`src/rtl/dbus_pkg.sv`:
```
// Shared types and constants for the CPU data-bus bridge.
package dbus_pkg;

    typedef enum logic [1:0] {
        IDLE = 2'd0,
        BUSY = 2'd1,
        DONE = 2'd2
    } state_t;

    localparam int          NSLOT            = 4;
    localparam logic [31:0] DEF_TIMEOUT_DATA = 32'hdeadbeef;

endpackage

```
`src/rtl/mod_dbus_bridge_if.sv`:
```
// CPU data port plus peripheral slot bus. The master side is the CPU and the
// slot devices together; the slave side is the bridge.
interface mod_dbus_bridge_if;
    import dbus_pkg::*;

    logic                   cpu_de;
    logic [31:0]            cpu_daddr;
    logic                   cpu_drw;
    logic [31:0]            cpu_din;
    logic [31:0]            cpu_dout;
    logic                   cpu_stall;
    logic [NSLOT-1:0]       slot_de;
    logic [31:0]            slot_daddr;
    logic                   slot_drw;
    logic [31:0]            slot_din;
    logic [NSLOT*32-1:0]    slot_dout;
    logic [NSLOT-1:0]       slot_ack;
    logic                   err_clr;
    logic                   bus_err;
    logic [31:0]            err_addr;

    modport master (
        output cpu_de, cpu_daddr, cpu_drw, cpu_din, slot_dout, slot_ack, err_clr,
        input  cpu_dout, cpu_stall, slot_de, slot_daddr, slot_drw, slot_din,
               bus_err, err_addr
    );

    modport slave (
        input  cpu_de, cpu_daddr, cpu_drw, cpu_din, slot_dout, slot_ack, err_clr,
        output cpu_dout, cpu_stall, slot_de, slot_daddr, slot_drw, slot_din,
               bus_err, err_addr
    );

endinterface

```
`src/rtl/mod_dbus_decode.sv`:
```
// Address-to-slot decoder: matches the top address byte against the slot
// bases; when bases overlap the lowest slot index wins.
module mod_dbus_decode
    import dbus_pkg::*;
#(
    parameter logic [7:0] SLOT0_BASE = 8'hf0,
    parameter logic [7:0] SLOT1_BASE = 8'hf1,
    parameter logic [7:0] SLOT2_BASE = 8'hf2,
    parameter logic [7:0] SLOT3_BASE = 8'hf3
) (
    input  logic [7:0] addr_hi_i,
    output logic [1:0] idx_o,
    output logic       hit_o
);

    localparam logic [7:0] BASES [NSLOT] = '{SLOT0_BASE, SLOT1_BASE, SLOT2_BASE, SLOT3_BASE};

    // Scan from the top down so a lower matching index overrides a higher one.
    always_comb begin
        idx_o = 2'd0;
        hit_o = 1'b0;
        for (int n = NSLOT - 1; n >= 0; n--) begin
            if (addr_hi_i == BASES[n]) begin
                idx_o = 2'(n);
                hit_o = 1'b1;
            end
        end
    end

endmodule

```
`src/rtl/mod_dbus_bridge.sv`:
```
// Registered CPU-to-peripheral bridge: one outstanding access, CPU stalled
// until the selected slot acks, times out, or the address is unmapped.
module mod_dbus_bridge
    import dbus_pkg::*;
#(
    parameter logic [7:0]  SLOT0_BASE   = 8'hf0,
    parameter logic [7:0]  SLOT1_BASE   = 8'hf1,
    parameter logic [7:0]  SLOT2_BASE   = 8'hf2,
    parameter logic [7:0]  SLOT3_BASE   = 8'hf3,
    parameter int          TIMEOUT      = 16,
    parameter logic [31:0] TIMEOUT_DATA = DEF_TIMEOUT_DATA
) (
    input  logic              clk,
    input  logic              rst,
    mod_dbus_bridge_if.slave  bus
);

    localparam logic [15:0] TO_LAST = 16'(TIMEOUT - 1);

    state_t      state_q,    state_d;
    logic [31:0] addr_q,     addr_d;
    logic        drw_q,      drw_d;
    logic [31:0] din_q,      din_d;
    logic [1:0]  sel_q,      sel_d;
    logic [15:0] cnt_q,      cnt_d;
    logic [31:0] rdata_q,    rdata_d;
    logic        bus_err_q,  bus_err_d;
    logic [31:0] err_addr_q, err_addr_d;

    logic        err_set;
    logic [31:0] err_set_addr;
    logic [1:0]  dec_idx;
    logic        dec_hit;

    mod_dbus_decode #(
        .SLOT0_BASE (SLOT0_BASE),
        .SLOT1_BASE (SLOT1_BASE),
        .SLOT2_BASE (SLOT2_BASE),
        .SLOT3_BASE (SLOT3_BASE)
    ) u_decode (
        .addr_hi_i (bus.cpu_daddr[31:24]),
        .idx_o     (dec_idx),
        .hit_o     (dec_hit)
    );

    always_ff @(posedge clk) begin
        if (!rst) begin
            state_q    <= IDLE;
            addr_q     <= '0;
            drw_q      <= 1'b0;
            din_q      <= '0;
            sel_q      <= '0;
            cnt_q      <= '0;
            rdata_q    <= '0;
            bus_err_q  <= 1'b0;
            err_addr_q <= '0;
        end else begin
            state_q    <= state_d;
            addr_q     <= addr_d;
            drw_q      <= drw_d;
            din_q      <= din_d;
            sel_q      <= sel_d;
            cnt_q      <= cnt_d;
            rdata_q    <= rdata_d;
            bus_err_q  <= bus_err_d;
            err_addr_q <= err_addr_d;
        end
    end

    always_comb begin
        state_d      = state_q;
        addr_d       = addr_q;
        drw_d        = drw_q;
        din_d        = din_q;
        sel_d        = sel_q;
        cnt_d        = cnt_q;
        rdata_d      = rdata_q;
        bus_err_d    = bus_err_q;
        err_addr_d   = err_addr_q;
        err_set      = 1'b0;
        err_set_addr = addr_q;

        case (state_q)
            IDLE: begin
                if (bus.cpu_de) begin
                    addr_d = bus.cpu_daddr;
                    drw_d  = bus.cpu_drw;
                    din_d  = bus.cpu_din;
                    if (dec_hit) begin
                        sel_d   = dec_idx;
                        cnt_d   = '0;
                        state_d = BUSY;
                    end else begin
                        rdata_d      = '0;
                        err_set      = 1'b1;
                        err_set_addr = bus.cpu_daddr;
                        state_d      = DONE;
                    end
                end
            end
            BUSY: begin
                // Ack is checked before the count so a last-cycle ack still completes cleanly.
                if (bus.slot_ack[sel_q]) begin
                    rdata_d = drw_q ? 32'd0 : bus.slot_dout[{sel_q, 5'd0} +: 32];
                    state_d = DONE;
                end else if (cnt_q == TO_LAST) begin
                    rdata_d = drw_q ? 32'd0 : TIMEOUT_DATA;
                    err_set = 1'b1;
                    state_d = DONE;
                end else begin
                    cnt_d = cnt_q + 16'd1;
                end
            end
            DONE:    state_d = IDLE;
            default: state_d = IDLE;
        endcase

        // Only the first failure since the last clear is recorded.
        if (err_set) begin
            if (!bus_err_q) err_addr_d = err_set_addr;
            bus_err_d = 1'b1;
        end else if (bus.err_clr) begin
            bus_err_d = 1'b0;
        end
    end

    assign bus.cpu_stall  = (state_q == IDLE) ? bus.cpu_de : (state_q == BUSY);
    assign bus.cpu_dout   = rdata_q;
    assign bus.slot_de    = (state_q == BUSY) ? (4'b0001 << sel_q) : 4'b0000;
    assign bus.slot_daddr = {8'h00, addr_q[23:0]};
    assign bus.slot_drw   = drw_q;
    assign bus.slot_din   = din_q;
    assign bus.bus_err    = bus_err_q;
    assign bus.err_addr   = err_addr_q;

endmodule

```
`src/flat_wrapper.sv`:
```
// flat-port wrapper written by rule: the top's interface ports become plain ports
module mod_dbus_bridge_flat import dbus_pkg::*;
#(
    parameter logic [7:0]  SLOT0_BASE   = 8'hf0,
    parameter logic [7:0]  SLOT1_BASE   = 8'hf1,
    parameter logic [7:0]  SLOT2_BASE   = 8'hf2,
    parameter logic [7:0]  SLOT3_BASE   = 8'hf3,
    parameter int          TIMEOUT      = 16,
    parameter logic [31:0] TIMEOUT_DATA = DEF_TIMEOUT_DATA
)
  (clk, rst, bus_cpu_de, bus_cpu_daddr, bus_cpu_drw, bus_cpu_din, bus_slot_dout, bus_slot_ack, bus_err_clr, bus_cpu_dout, bus_cpu_stall, bus_slot_de, bus_slot_daddr, bus_slot_drw, bus_slot_din, bus_bus_err, bus_err_addr);
  mod_dbus_bridge_if bus_i ();
  input  logic clk;
  input  logic rst;
  input wire logic [$bits(bus_i.cpu_de)-1:0] bus_cpu_de;
  input wire logic [$bits(bus_i.cpu_daddr)-1:0] bus_cpu_daddr;
  input wire logic [$bits(bus_i.cpu_drw)-1:0] bus_cpu_drw;
  input wire logic [$bits(bus_i.cpu_din)-1:0] bus_cpu_din;
  input wire logic [$bits(bus_i.slot_dout)-1:0] bus_slot_dout;
  input wire logic [$bits(bus_i.slot_ack)-1:0] bus_slot_ack;
  input wire logic [$bits(bus_i.err_clr)-1:0] bus_err_clr;
  output wire logic [$bits(bus_i.cpu_dout)-1:0] bus_cpu_dout;
  output wire logic [$bits(bus_i.cpu_stall)-1:0] bus_cpu_stall;
  output wire logic [$bits(bus_i.slot_de)-1:0] bus_slot_de;
  output wire logic [$bits(bus_i.slot_daddr)-1:0] bus_slot_daddr;
  output wire logic [$bits(bus_i.slot_drw)-1:0] bus_slot_drw;
  output wire logic [$bits(bus_i.slot_din)-1:0] bus_slot_din;
  output wire logic [$bits(bus_i.bus_err)-1:0] bus_bus_err;
  output wire logic [$bits(bus_i.err_addr)-1:0] bus_err_addr;
  assign bus_i.cpu_de = bus_cpu_de;
  assign bus_i.cpu_daddr = bus_cpu_daddr;
  assign bus_i.cpu_drw = bus_cpu_drw;
  assign bus_i.cpu_din = bus_cpu_din;
  assign bus_i.slot_dout = bus_slot_dout;
  assign bus_i.slot_ack = bus_slot_ack;
  assign bus_i.err_clr = bus_err_clr;
  assign bus_cpu_dout = bus_i.cpu_dout;
  assign bus_cpu_stall = bus_i.cpu_stall;
  assign bus_slot_de = bus_i.slot_de;
  assign bus_slot_daddr = bus_i.slot_daddr;
  assign bus_slot_drw = bus_i.slot_drw;
  assign bus_slot_din = bus_i.slot_din;
  assign bus_bus_err = bus_i.bus_err;
  assign bus_err_addr = bus_i.err_addr;
  mod_dbus_bridge #(.SLOT0_BASE(SLOT0_BASE), .SLOT1_BASE(SLOT1_BASE), .SLOT2_BASE(SLOT2_BASE), .SLOT3_BASE(SLOT3_BASE), .TIMEOUT(TIMEOUT), .TIMEOUT_DATA(TIMEOUT_DATA)) u_core (.clk(clk), .rst(rst), .bus(bus_i));
endmodule
```
`config.mk`:
```
export PLATFORM = sky130hd
export DESIGN_NAME = mod_dbus_bridge_flat
export DESIGN_NICKNAME = d
export VERILOG_FILES = /design/src/rtl/dbus_pkg.sv /design/src/rtl/mod_dbus_bridge_if.sv /design/src/rtl/mod_dbus_decode.sv /design/src/rtl/mod_dbus_bridge.sv /design/src/flat_wrapper.sv
export SDC_FILE = /design/constraint.sdc
export NUM_CORES = 1
export LEC_CHECK = 0
export CAP_MARGIN = 10
export CELL_PAD_IN_SITES_DETAIL_PLACEMENT = 2
export CELL_PAD_IN_SITES_GLOBAL_PLACEMENT = 2
export CORE_MARGIN = 5
export CORE_UTILIZATION = 37
export CTS_BUF_LIST = sky130_fd_sc_hd__clkbuf_2
export DETAILED_ROUTE_END_ITERATION = 12
export DONT_BUFFER_PORTS = 1
export PLACE_DENSITY = 0.8
export SLEW_MARGIN = 20
export SYNTH_ARGS = -nofsm -noshare
export SYNTH_HDL_FRONTEND = slang
export SYNTH_SLANG_ARGS = --single-unit
```
`constraint.sdc`:
```
create_clock -name clk -period 2.57 [get_ports clk]
set_input_delay 0.6425 -clock clk [delete_from_list [all_inputs] [get_ports clk]]
set_output_delay 0.6425 -clock clk [all_outputs]
set_load 0.05 [all_outputs]
```
# == Yosys cells after proc, flatten, opt, wreduce, memory -nomap -nowiden ==
# Cells that the tools add are included.
# word_totals
ff_bits,150
in_bits,201
output_inout_bits,135
# classes
n_bitwise,1
magnitude_cmp,1
muxes,39
n_addsub,1
eq_ne,12
shift,2
reduce_logical,9
# ops
cell,n
2-to-1 mux 32 bit,9
indexed part select 128 x 8 -> 32 bit,1
2-to-1 mux 16 bit,4
one-hot mux 32 bit (2 select lines),1
"== test 8 bit, second input constant",4
one-hot mux 16 bit (2 select lines),1
"adder 16 x 1 -> 16 bit, second input constant",1
"== test 16 x 4 -> 1 bit, second input constant",1
2-to-1 mux 2 bit,8
2-to-1 mux 1 bit,12
"!= test 2 bit, second input constant",4
AND reduction 2 bit,3
AND reduction 5 bit,1
2-to-1 mux 4 bit,1
one-hot mux 2 bit (2 select lines),1
AND reduction 4 bit,1
nonzero test 2 bit,2
"left shift 1 x 2 -> 4 bit, first input constant",1
"< comparator 2 x 3 -> 1 bit, second input constant",1
"!= test 3 x 1 -> 1 bit, second input constant",1
AND reduction 3 bit,1
binary-select mux 1 bit (select 2 bit),1
"== test 2 x 1 -> 1 bit, second input constant",1
zero test 2 bit,1
other kinds (3),3

# == Depth between registers and ports, before layout ==
# logic_depth
ltp_word,9
depth_mapped,9

# == Cells and area by module ==
# A second synthesis with hierarchy kept.
# unflattened
hier_cells,835
hier_area_um2,7332.0
# by_module_without_submodules
mod,cells_each,instances,area_each_um2
mod_dbus_bridge,828,1,7279.5
mod_dbus_decode,7,1,52.6

# == Worst setup path after synthesis ==
# OpenSTA, ideal clock, no wires.
# synth_path
path_kind,input port to flip-flop
start,input port bus_cpu_de
end,register u_core.rdata_q[14] (netlist: u_core.bus.cpu_dout[14])
setup_slack_ps,128
arrival_ps,2325
n_path_buf,1
t_required_ps,2453
stages,6
path_cell_list,nor2_1 > nor2_1 > o221ai_1 > and2_1 > buf_2 > a22o_1
# synth_via
elab_chain_cells,2
# synth_rtl
item,line,text
start: declaration,flat_wrapper.sv:15,input wire logic [$bits(bus_i.cpu_de)-1:0] bus_cpu_de;
!= test 2 bit (no source line),--,
AND reduction 4 bit (no source line),--,
end signal: assignment,mod_dbus_bridge.sv:64,rdata_q <= rdata_d;
end: declaration,mod_dbus_bridge.sv:26,"logic [31:0] rdata_q, rdata_d;"
# No other way between the ends.
# A chain may end at the register's enable or synchronous reset.

# == Worst setup path after layout ==
# layout_path
start,register u_core.state_q[1]
end,output port bus_slot_de[1]
# layout_via
elab_chain_cells,2
# layout_rtl
item,line,text
start: declaration,mod_dbus_bridge.sv:20,"state_t state_q, state_d;"
start signal: assignment,mod_dbus_bridge.sv:58,state_q <= state_d;
== test 2 x 1 -> 1 bit,mod_dbus_bridge.sv:129,assign bus.slot_de = (state_q == BUSY) ? (4'b0001 << sel_q) : 4'b0000;
2-to-1 mux 4 bit,mod_dbus_bridge.sv:129,
end: declaration,flat_wrapper.sv:24,output wire logic [$bits(bus_i.slot_de)-1:0] bus_slot_de;
# No other way between the ends.

==> qor.csv <==
stage;metric;value;unit
route;wl_per_cell;26.5;um
power;ir_drop;0.324;mV
min_path;min_path_cells;2;
synth;ys_ff_latch;150;
synth;synth_top_family_by_area;compound AO/OA/AOI/OAI gates;
synth;synth.distinct_cells;48;
floorplanning;dieArea;0.0214;mm^2
worst_setup_path;path_depth;3;
worst_setup_path;timing.rr.start;u_core.cnt_q[4]$_SDFFE_PN0P_;
synth;synth_compound_area_frac;0.216;
synth;yosys.area_share.xor_xnor;0;
sta;max_freq;406;MHz
worst_setup_path;required;1.93;ns
synth;synth_top_area_share;0.436;
min_path;hold-path-endpoint;u_core.bus.slot_din[16]$_SDFFE_PN0P_;
synth;synthCells;744;
sta;setup_tns;0;ns
floorplanning;coreArea;0.0185;mm^2
cells_and_area;layout_commonest_cell;dfxtp_1;
worst_setup_path;r2r_cells;6;
floorplanning;rows;50;
grt;grt_pass1_vias;6850;
worst_setup_path;crit_path_end_kind;output port;
floorplanning;start_util;0.372;
placed_design;post-place-ws;0.154;ns
sta;fin_hold_ws;0.112;ns
power;p_leak;0.00273;uW
sta;fin_crit_sh;0.958;
clock_tree;clock-sinks;150;
cells_and_area;drive_above_1_share;0.175;
power;power_density;634;mW/mm^2
cells_and_area;mostFrequentLayoutCells;dfxtp_1, nand2_1, a21oi_1, dlygate4sd3_1, o21ai_0;
sta;setup_viol_count_final;0;
route;wl;26.8;mm
sta;worst_slack;0.107;ns
synth;synth.avg_cell_area;9.26;um^2
synth;synth.area.top_cells;dfxtp_1, mux4_2, nand2_1, a21oi_1, o221a_2;
worst_setup_path;worstSetupPathType;reg -> out;
cells_and_area;design_area;0.00793;mm^2
worst_setup_path;worst-path-buf-inv;1;
clock_tree;htreeDepth;4;
sta;skew;0.0501;ns
floorplanning;ios;336;
clock_tree;cts_tree;built;
worst_setup_path;arrival;1.82;ns
route;route.detailed.drc;0;
worst_setup_path;r2r_end;u_core.bus.err_addr[1]$_SDFFE_PN0P_;
worst_setup_path;critPathTopFamily;simple AND/OR/NAND/NOR gates;
route;via_per_inst;6.01;
synth;seq_area_frac_synth;0.436;
synth;synth_fa_ha_area_frac;0.00182;
status;status;finished clean;
floorplanning;die_h;146;um
worst_setup_path;cp_cell_sequence;or3b_4, nor2_4, buf_6;
clock_tree;clockBufferDepth;2;
synth;synthesis.area;0.00689;mm^2
cells_and_area;area_delta_synth_final;15.1;%
cells_and_area;fin_util;0.428;
synth;synthArstFlopShare;0;
grt;grt_usage;0.244;
sta;worst_slew_pin_slew;0.816;ns
synth;muxShareOfSynthArea;0.112;
worst_setup_path;crit_slowest_cell;or3b_4;
job;max-cap-violations;0;
grt;grt_pass1_wl;41.2;mm
synth;yosys.area_share.simple;0.154;
route;ant_nets;0;
clock_tree;cts.clk_slew.worst_paths;0.24;ns
placed_design;gp_congestion;0.846;
synth;synth_edf_count;0;
worst_setup_path;rrSetupSlack;0.17;ns
sta;timing.final.crit_period;2.46;ns
grt;antenna_found_initial;1;
worst_setup_path;critPathMaxStageDelay;0.44;ns
sta;hold_violations;0;
sta;drv_slew;0;
route;dr.pass1.iters;4;
sta;rsz0062_at_grt;yes;
worst_setup_path;startpoint_type;flip-flop;
floorplanning;die_w;146;um
route;num_vias;6075;
route;first_iter_violations;358;
synth;synthFlopType;dfxtp_1;
min_path;hp-start;bus_cpu_din[16];
grt;grt_overflow;0;
worst_setup_path;cp_max_fo;5;
clock_tree;cts_buffers;17;
clock_tree;insertion_delay;0.70;ns
sta;slew_headroom;0.456;
cells_and_area;fin_nets;965;
placed_design;placed_cell_area;0.00694;mm^2
min_path;hold_class;in -> reg;
synth;synth_top_area_cell;dfxtp_1;
clock_tree;cts_root_buf;clkbuf_2;
placed_design;dp_hpwl;17.4;mm
placed_design;io_buffers;0;
synth;yosysWarnings;0;
grt;grt_max_degree;71;
## per-layer routing
layer,track usage,up-vias,wire length (um)
met5,0,-,0
met1,0.272,3092,10000
met3,0.0804,34,2120
li1,-,2717,-
met2,0.443,232,14100
met4,0.0663,0,464
## per-stage QoR
| step | power (uW) | cells |
|---|---|---|
| final | 5030 | 1011 |
| after global routing | 5230 | 1011 |
| after CTS | 5060 | 1009 |
| after detailed placement | 3410 | 910 |
| after global placement | 3380 | 910 |
| after floorplan | 3320 | 751 |
## layout make-up
cell class	count	area (um^2)
well taps	234	293
clock buffers	19	95.1
clock inverters	13	181
flip-flops and latches	150	3010
repair buffers	89	911
multi-input cells	498	3410
diodes	1	2.50
inverters	7	26.3
fillers	1970	10600
## cell families after synthesis
kind of cell               Yosys count
muxes                               37
adders and majority gates            1
AOI/OAI and AO/OA                  220
DFF                                150
and+or+nand+nor                    232
buffers and inverters              103
other                                1
## worst max path at each step
stage / start / end
2_1_floorplan: bus_cpu_de / u_core.bus.cpu_dout[14]$_SDFFE_PN0P_
3_3_place_gp: bus_cpu_daddr[26] / u_core.cnt_q[13]$_SDFFE_PN0P_
3_5_place_dp: bus_cpu_daddr[26] / u_core.cnt_q[7]$_SDFFE_PN0P_
4_1_cts: u_core.state_q[0]$_SDFFE_PN0P_ / bus_slot_de[0]
5_1_grt: u_core.state_q[0]$_SDFFE_PN0P_ / bus_slot_de[1]
6_report: u_core.state_q[1]$_SDFFE_PN0P_ / bus_slot_de[1]
## timing repair
item,in CTS,in global routing
pin swaps,0,0
gates resized for setup,9,3
buffers inserted,2,1
hold endpoints to repair,104,0
hold buffers,65,0
setup endpoints to repair,5,6
## cell usage after synthesis, types with 2 or more instances
master    number
nor3_1         3
mux4_2        32
or3_1          8
o31ai_1        2
a22o_1         8
or4_1          5
mux2i_1        4
nand2_1      144
o22a_1        29
nor4_1         2
nand2b_1       2
a21oi_1       80
inv_1          7
clkbuf_1      38
o21ai_0       59
dfxtp_1      150
buf_2         11
o211ai_1       4
buf_1         10
and4_1         2
and2_1         4
nand3_1       30
nor4b_1        2
buf_4         34
nand4_1        7
o221a_2       28
buf_6          3
nor2_1        14
a311oi_1       3
## registers in the layout (all words and copies together) (netlist names)
| name | count |
|---|---|
| u_core.bus.bus_err | 1 |
| u_core.addr_q | 32 |
| u_core.bus.slot_drw | 1 |
| u_core.bus.err_addr | 32 |
| u_core.cnt_q | 16 |
| u_core.state_q | 2 |
| u_core.bus.cpu_dout | 32 |
| u_core.bus.slot_din | 32 |
| u_core.sel_q | 2 |
## report_power, final
part / leakage, uW / switching (uW) / internal (uW)
clock network: 0.000154 / 897 / 640
registers: 0.00123 / 471 / 2440
logic: 0.00135 / 320 / 255
total: 0.00273 / 1690 / 3340
Note: power is estimated with default switching activity, not from simulation.
